===== src/rtl/wb_regfile_pkg.sv =====
// Shared CPU definitions used by the write-back stage and register file.
// Holds the register-index constants and the write-back source selection.
package wb_regfile_pkg;

  localparam int DATA_W = 32;
  localparam int REG_AW = 5;
  localparam int CNT_W  = 32;

  localparam logic [REG_AW-1:0] REG_ZERO = 5'd0;
  localparam logic [REG_AW-1:0] REG_RA   = 5'd31;

  typedef enum logic [1:0] {
    WB_SRC_ALU  = 2'd0,
    WB_SRC_MEM  = 2'd1,
    WB_SRC_LINK = 2'd2
  } wb_src_e;

  // The link address outranks load data, which outranks the ALU result.
  function automatic wb_src_e wb_src_sel(input logic jal_to_reg, input logic mem_to_reg);
    if (jal_to_reg)      return WB_SRC_LINK;
    else if (mem_to_reg) return WB_SRC_MEM;
    else                 return WB_SRC_ALU;
  endfunction

endpackage


===== src/rtl/wb_regfile_reg_array.sv =====
// Architectural register storage: one synchronous write port, two
// asynchronous read ports, no bypass and no r0 masking.
module wb_regfile_reg_array
  import wb_regfile_pkg::*;
#(
  parameter int DATA_W = wb_regfile_pkg::DATA_W,
  parameter int NREG   = 32
) (
  input  logic              clk,
  input  logic              rst,
  input  logic              we_i,
  input  logic [REG_AW-1:0] waddr_i,
  input  logic [DATA_W-1:0] wdata_i,
  input  logic [REG_AW-1:0] raddr_a_i,
  input  logic [REG_AW-1:0] raddr_b_i,
  output logic [DATA_W-1:0] rdata_a_o,
  output logic [DATA_W-1:0] rdata_b_o
);

  logic [DATA_W-1:0] mem_q [NREG];

  // NOTE: the whole array is cleared on reset because software may read a
  // register before writing it; this rules out mapping onto a block RAM.
  always_ff @(posedge clk) begin
    if (rst) begin
      for (int i = 0; i < NREG; i++) begin
        mem_q[i] <= '0;
      end
    end else if (we_i) begin
      mem_q[waddr_i] <= wdata_i;
    end
  end

  assign rdata_a_o = mem_q[raddr_a_i];
  assign rdata_b_o = mem_q[raddr_b_i];

endmodule


===== src/rtl/wb_regfile.sv =====
// Write-back stage: selects value and destination from MEM/WB, commits to
// the register array, serves decode reads with write-through bypass.
module wb_regfile
  import wb_regfile_pkg::*;
#(
  parameter int DATA_W = wb_regfile_pkg::DATA_W,
  parameter int NREG   = 32
) (
  input  logic              clk,
  input  logic              rst,
  input  logic              wb_reg_write,
  input  logic              wb_mem_to_reg,
  input  logic              wb_r31_to_reg,
  input  logic              wb_jal_to_reg,
  input  logic [DATA_W-1:0] wb_alu,
  input  logic [DATA_W-1:0] wb_mem_data,
  input  logic [DATA_W-1:0] wb_link,
  input  logic [REG_AW-1:0] wb_dest,
  input  logic [REG_AW-1:0] rs_addr,
  input  logic [REG_AW-1:0] rt_addr,
  output logic [DATA_W-1:0] rs_data,
  output logic [DATA_W-1:0] rt_data,
  output logic [DATA_W-1:0] wb_data,
  output logic [REG_AW-1:0] wb_waddr,
  output logic              wb_we,
  output logic [CNT_W-1:0]  commit_cnt
);

  wb_src_e           wb_src;
  logic [DATA_W-1:0] arr_rs_data;
  logic [DATA_W-1:0] arr_rt_data;
  logic [CNT_W-1:0]  commit_cnt_q;
  logic [CNT_W-1:0]  commit_cnt_d;

  assign wb_src   = wb_src_sel(wb_jal_to_reg, wb_mem_to_reg);
  assign wb_waddr = wb_r31_to_reg ? REG_RA : wb_dest;
  assign wb_we    = wb_reg_write && (wb_waddr != REG_ZERO);

  // NOTE: every output of a combinational block gets a default first so a
  // missed case arm cannot infer a latch.
  always_comb begin
    wb_data = wb_alu;
    unique case (wb_src)
      WB_SRC_LINK: wb_data = wb_link;
      WB_SRC_MEM:  wb_data = wb_mem_data;
      default:     wb_data = wb_alu;
    endcase
  end

  wb_regfile_reg_array #(
    .DATA_W (DATA_W),
    .NREG   (NREG)
  ) u_reg_array (
    .clk       (clk),
    .rst       (rst),
    .we_i      (wb_we),
    .waddr_i   (wb_waddr),
    .wdata_i   (wb_data),
    .raddr_a_i (rs_addr),
    .raddr_b_i (rt_addr),
    .rdata_a_o (arr_rs_data),
    .rdata_b_o (arr_rt_data)
  );

  // r0 is hard-wired to zero; a same-cycle commit to the read index bypasses.
  always_comb begin
    rs_data = arr_rs_data;
    if (rs_addr == REG_ZERO)                rs_data = '0;
    else if (wb_we && (rs_addr == wb_waddr)) rs_data = wb_data;
  end

  always_comb begin
    rt_data = arr_rt_data;
    if (rt_addr == REG_ZERO)                rt_data = '0;
    else if (wb_we && (rt_addr == wb_waddr)) rt_data = wb_data;
  end

  // Counter wraps modulo 2^CNT_W with no overflow indication.
  always_comb begin
    commit_cnt_d = commit_cnt_q;
    if (wb_we) commit_cnt_d = commit_cnt_q + 1'b1;
  end

  // NOTE: state registers use non-blocking assignment so every flop samples
  // pre-edge values regardless of process evaluation order.
  always_ff @(posedge clk) begin
    if (rst) commit_cnt_q <= '0;
    else     commit_cnt_q <= commit_cnt_d;
  end

  assign commit_cnt = commit_cnt_q;

endmodule

===== config.mk =====
export PLATFORM = sky130hd
export DESIGN_NAME = wb_regfile
export DESIGN_NICKNAME = d
export VERILOG_FILES = /design/src/rtl/wb_regfile_pkg.sv /design/src/rtl/wb_regfile_reg_array.sv /design/src/rtl/wb_regfile.sv
export SDC_FILE = /design/constraint.sdc
export NUM_CORES = 2
export LEC_CHECK = 0
export BUFFER_PORTS_ARGS = -buffer_cell sky130_fd_sc_hd__buf_2
export CORE_UTILIZATION = 55
export DETAILED_ROUTE_END_ITERATION = 8
export PLACE_DENSITY = 0.74
export SYNTH_ARGS = -nofsm -noshare
export SYNTH_HDL_FRONTEND = slang
export SYNTH_SLANG_ARGS = --single-unit

===== constraint.sdc =====
create_clock -name clk -period 3.3 [get_ports clk]
set_input_delay 0.495 -clock clk [delete_from_list [all_inputs] [get_ports clk]]
set_output_delay 0.495 -clock clk [all_outputs]
set_load 0.005 [all_outputs]

Word-level counts from Yosys, hierarchy flattened. Memory sizes are Yosys's and may differ from the RTL's. Cells that the tools add are included.

RAM bits: 1024. Memories kept: 1. Bits in registers: 32.

Add/subtract/negate cells: 1. Eq/ne operators: 4. Muxes and demuxes: 16. Reduce and logical (&&, ||, !) cells: 7.

Memories: u_reg_array.mem_q (words 32, width 32, read ports 2, clocked after Yosys merged registers in 0, wr ports 32, line wb_regfile_reg_array.sv:20) `logic [DATA_W-1:0] mem_q [NREG];`.

Operators by type and width (number): two-way mux 32 bit (5); one-hot mux 32 bit (2 select lines) (1); adder 32 x 1 -> 32 bit, second input constant (1); OR reduction 32 bit (1); == test 5 bit (2); zero test 5 bit (2); two-way mux 5 bit (2); two-way mux 1 bit (7); nonzero test 5 bit (1); logical AND 1 bit (3); == test 2 x 1 -> 1 bit, second input constant (1); == test 2 bit, second input constant (1); two-way mux 2 bit (1).

Longest topological paths before layout.
Depth in word-level cells: 8. Gate-level depth with buffers: 11. Mapped depth without buffers: 7.

By module. A second synthesis with hierarchy kept.

Cell total of the unflattened synthesis: 5205. Area, all modules: 60078.9 um^2.

Modules (own cells, without submodules): wb_regfile_reg_array (cells an instance 4640, instances 1, sequential area each 30749.5 um^2, area each 56467.9 um^2); wb_regfile (cells an instance 565, instances 1, sequential area each 640.6 um^2, area each 3611.0 um^2).

Worst setup path before layout. Ideal clock, no wire load.

Path type: in2reg. Start: input port wb_r31_to_reg. End: memory u_reg_array.mem_q[5][0] (enable). Setup time: 0.394 ns. Data required time: 2.906 ns. Slack: 0.572 ns. Stages on the path: 7. Arrival time: 2.334 ns. Path buffers: 2. Cells stage by stage: buf_2 -> buf_2 -> nor2_1 -> inv_1 -> nor4_2 -> nand2_1 -> nand2b_1.

RTL lines: from (decl) (line wb_regfile.sv:13) `input logic wb_r31_to_reg,`; to (decl) (line wb_regfile_reg_array.sv:20).

Final worst setup path.
Start: input port rt_addr[2]. End: output port rt_data[3].

Longest elaborated chain between the ends: 4.

Ends and longest elaborated chain: from (decl) (line wb_regfile.sv:20) `input logic [REG_AW-1:0] rt_addr,`; parallel branches: the longest is 3 deep, another holds memory (32 x 32 bit); two-way mux 32 bit * (line wb_regfile.sv:74) `if (rt_addr == REG_ZERO) rt_data = '0;`; to (decl) (line wb_regfile.sv:22) `output logic [DATA_W-1:0] rt_data,`.

Mark *: on every way between the ends.

==> run summary <==
===========================================================================================
Number of maximum-capacitance violations .....................................            0
Crit path launch type ........................................................    input pin
Antenna viol nets, final .....................................................            0
Post-route setup TNS .........................................................      -436 ps
Violated checks .............................................................. setup timing
Core outline area ............................................................  100,000 um2
Flip-flop and latch count after synthesis ....................................        1,056
Depth of the worst register-to-register path .................................            7
Average routed wire per standard cell ........................................      35.9 um
Most common library cell in the layout ignoring fill and taps ................       nor2_1
Count of buffering cells on the critical path with inverters included ........            4
Crit path time final .........................................................      3380 ps
Via Count ....................................................................       44,100
Sequential-to-total area share from yosys stat ...............................        56.3%
Number of clock buffers inserted by TritonCTS ................................          107
Final setup fails ............................................................           11
Worst-case headroom to the max-slew limit ....................................        35.8%
Final setup skew .............................................................      8.48 ps
Insertion delay to the later sink of the worst-skew pair .....................       700 ps
Largest net degree at the start of global routing ............................           96
Post-layout util .............................................................        64.1%
Crit Path Max Fanout .........................................................           22
Via density per instance .....................................................         7.19
Buffer depth of the longest clock path .......................................            3
Final period util ............................................................         102%
Slew at the pin closest to its max-slew limit ................................       964 ps
Number of synthesized flops with an enable pin ...............................        1,024
Endpoint of the worst-slack reg-to-reg timing path ........................... commit_cnt[30]$_SDFFE_PP0P_
Sinks on Clock Net ...........................................................        1,056
Net Sw Power .................................................................      8.85 mW
Yosys warning total ..........................................................            0
Timing endpoint of the critical path .........................................   rt_data[3]
GPL Wtd Cong .................................................................         1.01
Slowest library cell on the worst path .......................................       and3_1
Maximum VDD drop .............................................................   0.000477 V
Initial core utilization .....................................................        55.6%
Slack of the worst reg-to-reg path ...........................................      1200 ps
RR Startpoint ................................................................ commit_cnt[0]$_SDFFE_PP0P_
Global routing usage summed across all routing layers ........................        42.5%
Main synth FF type ...........................................................     edfxtp_1
Clock power share ............................................................        37.6%
Final number of max-transition violations ....................................            0
Floorplan die area ...........................................................  103,000 um2
Unrepaired setup endpoints after global routing ..............................          yes
Distinct cells, synth ........................................................           69
I/O pin total ................................................................          251
Cell family contributing the most delay on the critical path ................. buffers and inverters
Part of the power in registers ...............................................        47.4%
CP dominant cell by count ....................................................        buf_4
Synthesized cell area ........................................................   55,700 um2
Count of placed standard cells in the final layout, fillers left out .........        6,138
Launch point of the worst path ...............................................   rt_addr[2]
Die Span Y ...................................................................       320 um
Syn_area_per_cell ............................................................     12.8 um2
Initial antenna violation count ..............................................            7
Pre-Repair DR Iteration Count ................................................            8
CTS tree .....................................................................        built
DRC violation count after routing ............................................            0
Worst min-delay path class ................................................... input pin to register
Logic gate share of total power ..............................................        15.0%
# port buffers ...............................................................          250
Clk pin slew, worst setup/hold paths .........................................        60 ps
Filler Cells Inserted ........................................................        7,443
Number of global-route vias before repair ....................................       43,200
Delay of the slowest cell on the worst path ..................................       430 ps
Total wirelength of the detailed-routed design ...............................   221,000 um
Setup slack of the critical path after layout ................................     -75.6 ps
H-tree depth .................................................................            3
Sum of overflow across all layers after global routing .......................            0
Arrival time at the worst endpoint ...........................................      2880 ps
Count of nets after finishing ................................................        4,804
Placed instance area .........................................................   60,700 um2
Buffer type at the clock tree root ...........................................    clkbuf_16
Leakage power figure .........................................................      23.9 nW
Fin area .....................................................................   64,300 um2
Area added between synthesis and finish ......................................        15.4%
Outcome ...................................................................... complete, but fails checks
Worst hold slack after final layout ..........................................       214 ps
Number of design-rule violations left by the first detailed-router iteration .        8,214
Total power per unit cell area ...............................................   518 nW/um2
Final number of hold-violating endpoints .....................................            0
Cell-internal power ..........................................................      24.5 mW
Overall power of the completed layout ........................................      33.3 mW
Max Clk Rate .................................................................      296 MHz
Switching share of total power ...............................................        26.6%
Cells traversed along the worst timing path .................................. buf_4 -> buf_12 -> nor2_4 -> and3_1 -> buf_4 -> nor3_1 -> nand3_1 -> o21ai_1 -> buf_2
Width of the chip ............................................................       320 um
Async SR Flop Fraction .......................................................           0%
Rows .........................................................................          116
Synthesized instance count ...................................................        4,343
First-pass GRT wire length ...................................................   305,000 um
Top library cells by usage in the layout, fill and taps aside ................ nor2_1, edfxtp_1, mux2i_1
Category of the most critical setup path ..................................... input pin to primary output
Layout cells sized above 1 ...................................................        26.9%
Instance count after placement with tap cells included .......................        5,934
Critical path data required time .............................................      2800 ps
Cell count along the critical path ...........................................            9
HPWL after detailed placement ................................................   141,000 um
DP Worst Slack ...............................................................      -214 ps
Crit path capture type ....................................................... primary output
===========================================================================================
[sequential cells by signal, summed over array words and instances, names as in the netlist]
signal             flops
commit_cnt            32
u_reg_array.mem_q   1024
[repair_timing]
action	in CTS	in global routing
resized for setup	4	15
hold buffers	0	0
gates cloned	0	0
endpoints found under the setup margin	3	12
pin swaps	0	2
setup buffers	0	0
[power by group through the flow]
| stage | clock network, mW | registers, mW | logic [mW] |
|---|---|---|---|
| after floorplan | 0 | 15.9 | 2.70 |
| after detailed placement | 0 | 16.1 | 4.74 |
| after global routing | 12.9 | 15.9 | 5.05 |
| final | 12.5 | 15.8 | 5.00 |
| after global placement | 0 | 16.0 | 4.70 |
| after CTS | 12.4 | 15.8 | 4.76 |
[cell type report]
class / count / area (um2) / area share [%]
Tap cell: 1357 / 1700 / 2.64
Antenna cell: 3 / 7.51 / 0.0117
Timing Repair Buffer: 636 / 5070 / 7.88
Sequential cell: 1056 / 31400 / 48.8
Multi-Input combinational cell: 2841 / 22400 / 34.9
Clock inverter: 71 / 733 / 1.14
Inverter: 44 / 165 / 0.257
Clock buffer: 130 / 2810 / 4.36
[Yosys cell counts (44+ instances only)]
cell type     n  area [um2]
mux4_2      330        7430
clkbuf_1    269        1010
nand2_1     176         661
nand3_1      91         455
mux2i_1     423        4230
edfxtp_1   1024       30700
buf_6        47         529
a22oi_1      98         736
inv_1        44         165
nor2_1     1102        4140
a21oi_1      80         400
buf_2        52         260
nor3_1       68         340
o22ai_1     108         676
[layer usage]
| metal | wire length (um) | part of all wire (%) | vias to the layer above | GRT usage, % |
|---|---|---|---|---|
| li1 | - | - | 17000 | - |
| met1 | 70000 | 32 | 21300 | 53.4 |
| met2 | 90500 | 41 | 4739 | 59.7 |
| met3 | 40800 | 19 | 1108 | 17.4 |
| met4 | 19200 | 8.7 | 12 | 30.2 |
| met5 | 119 | 0.054 | - | 0.473 |
[cell families (layout without fill, tap and decap cells)]
kind of cell,count (synthesis),after routing,synth area share [%]
buffers and inverters,477,881,4.57
AND/OR/NAND/NOR,1568,1568,11.6
other,1,35,0.00673
XOR/XNOR,34,34,0.534
multiplexers,786,786,21.9
flip-flops,1056,1056,56.3
AO/OA/AOI/OAI,420,420,5.06
adder cells (fa/ha/maj),1,1,0.0225
[worst reg2reg max path, delay by kind of cell (launching register included)]
family / cells / cell delay [ps]
and+or+nand+nor: 4 / 790
DFF: 1 / 420
AOI/OAI and AO/OA: 1 / 370
adders and majority gates: 1 / 230
xor gates and xnor gates: 1 / 150
[how the worst min path moves through the flow]
| stage | from | end | slack (ps) | depth (start not counted) |
|---|---|---|---|---|
| final | wb_link[31] | u_reg_array.mem_q[12][31]$_SDFFCE_PN0P_ | 210 | 3 |
| after global routing | wb_link[31] | u_reg_array.mem_q[12][31]$_SDFFCE_PN0P_ | 230 | 3 |
| after CTS | wb_link[31] | u_reg_array.mem_q[12][31]$_SDFFCE_PN0P_ | 200 | 3 |
| after detailed placement | commit_cnt[31]$_SDFFE_PP0P_ | commit_cnt[31]$_SDFFE_PP0P_ | 490 | 2 |
| after global placement | commit_cnt[31]$_SDFFE_PP0P_ | commit_cnt[31]$_SDFFE_PP0P_ | 480 | 2 |
| after floorplan | commit_cnt[31]$_SDFFE_PP0P_ | commit_cnt[31]$_SDFFE_PP0P_ | 470 | 2 |
No activity file was read; power rests on OpenSTA's default activity.
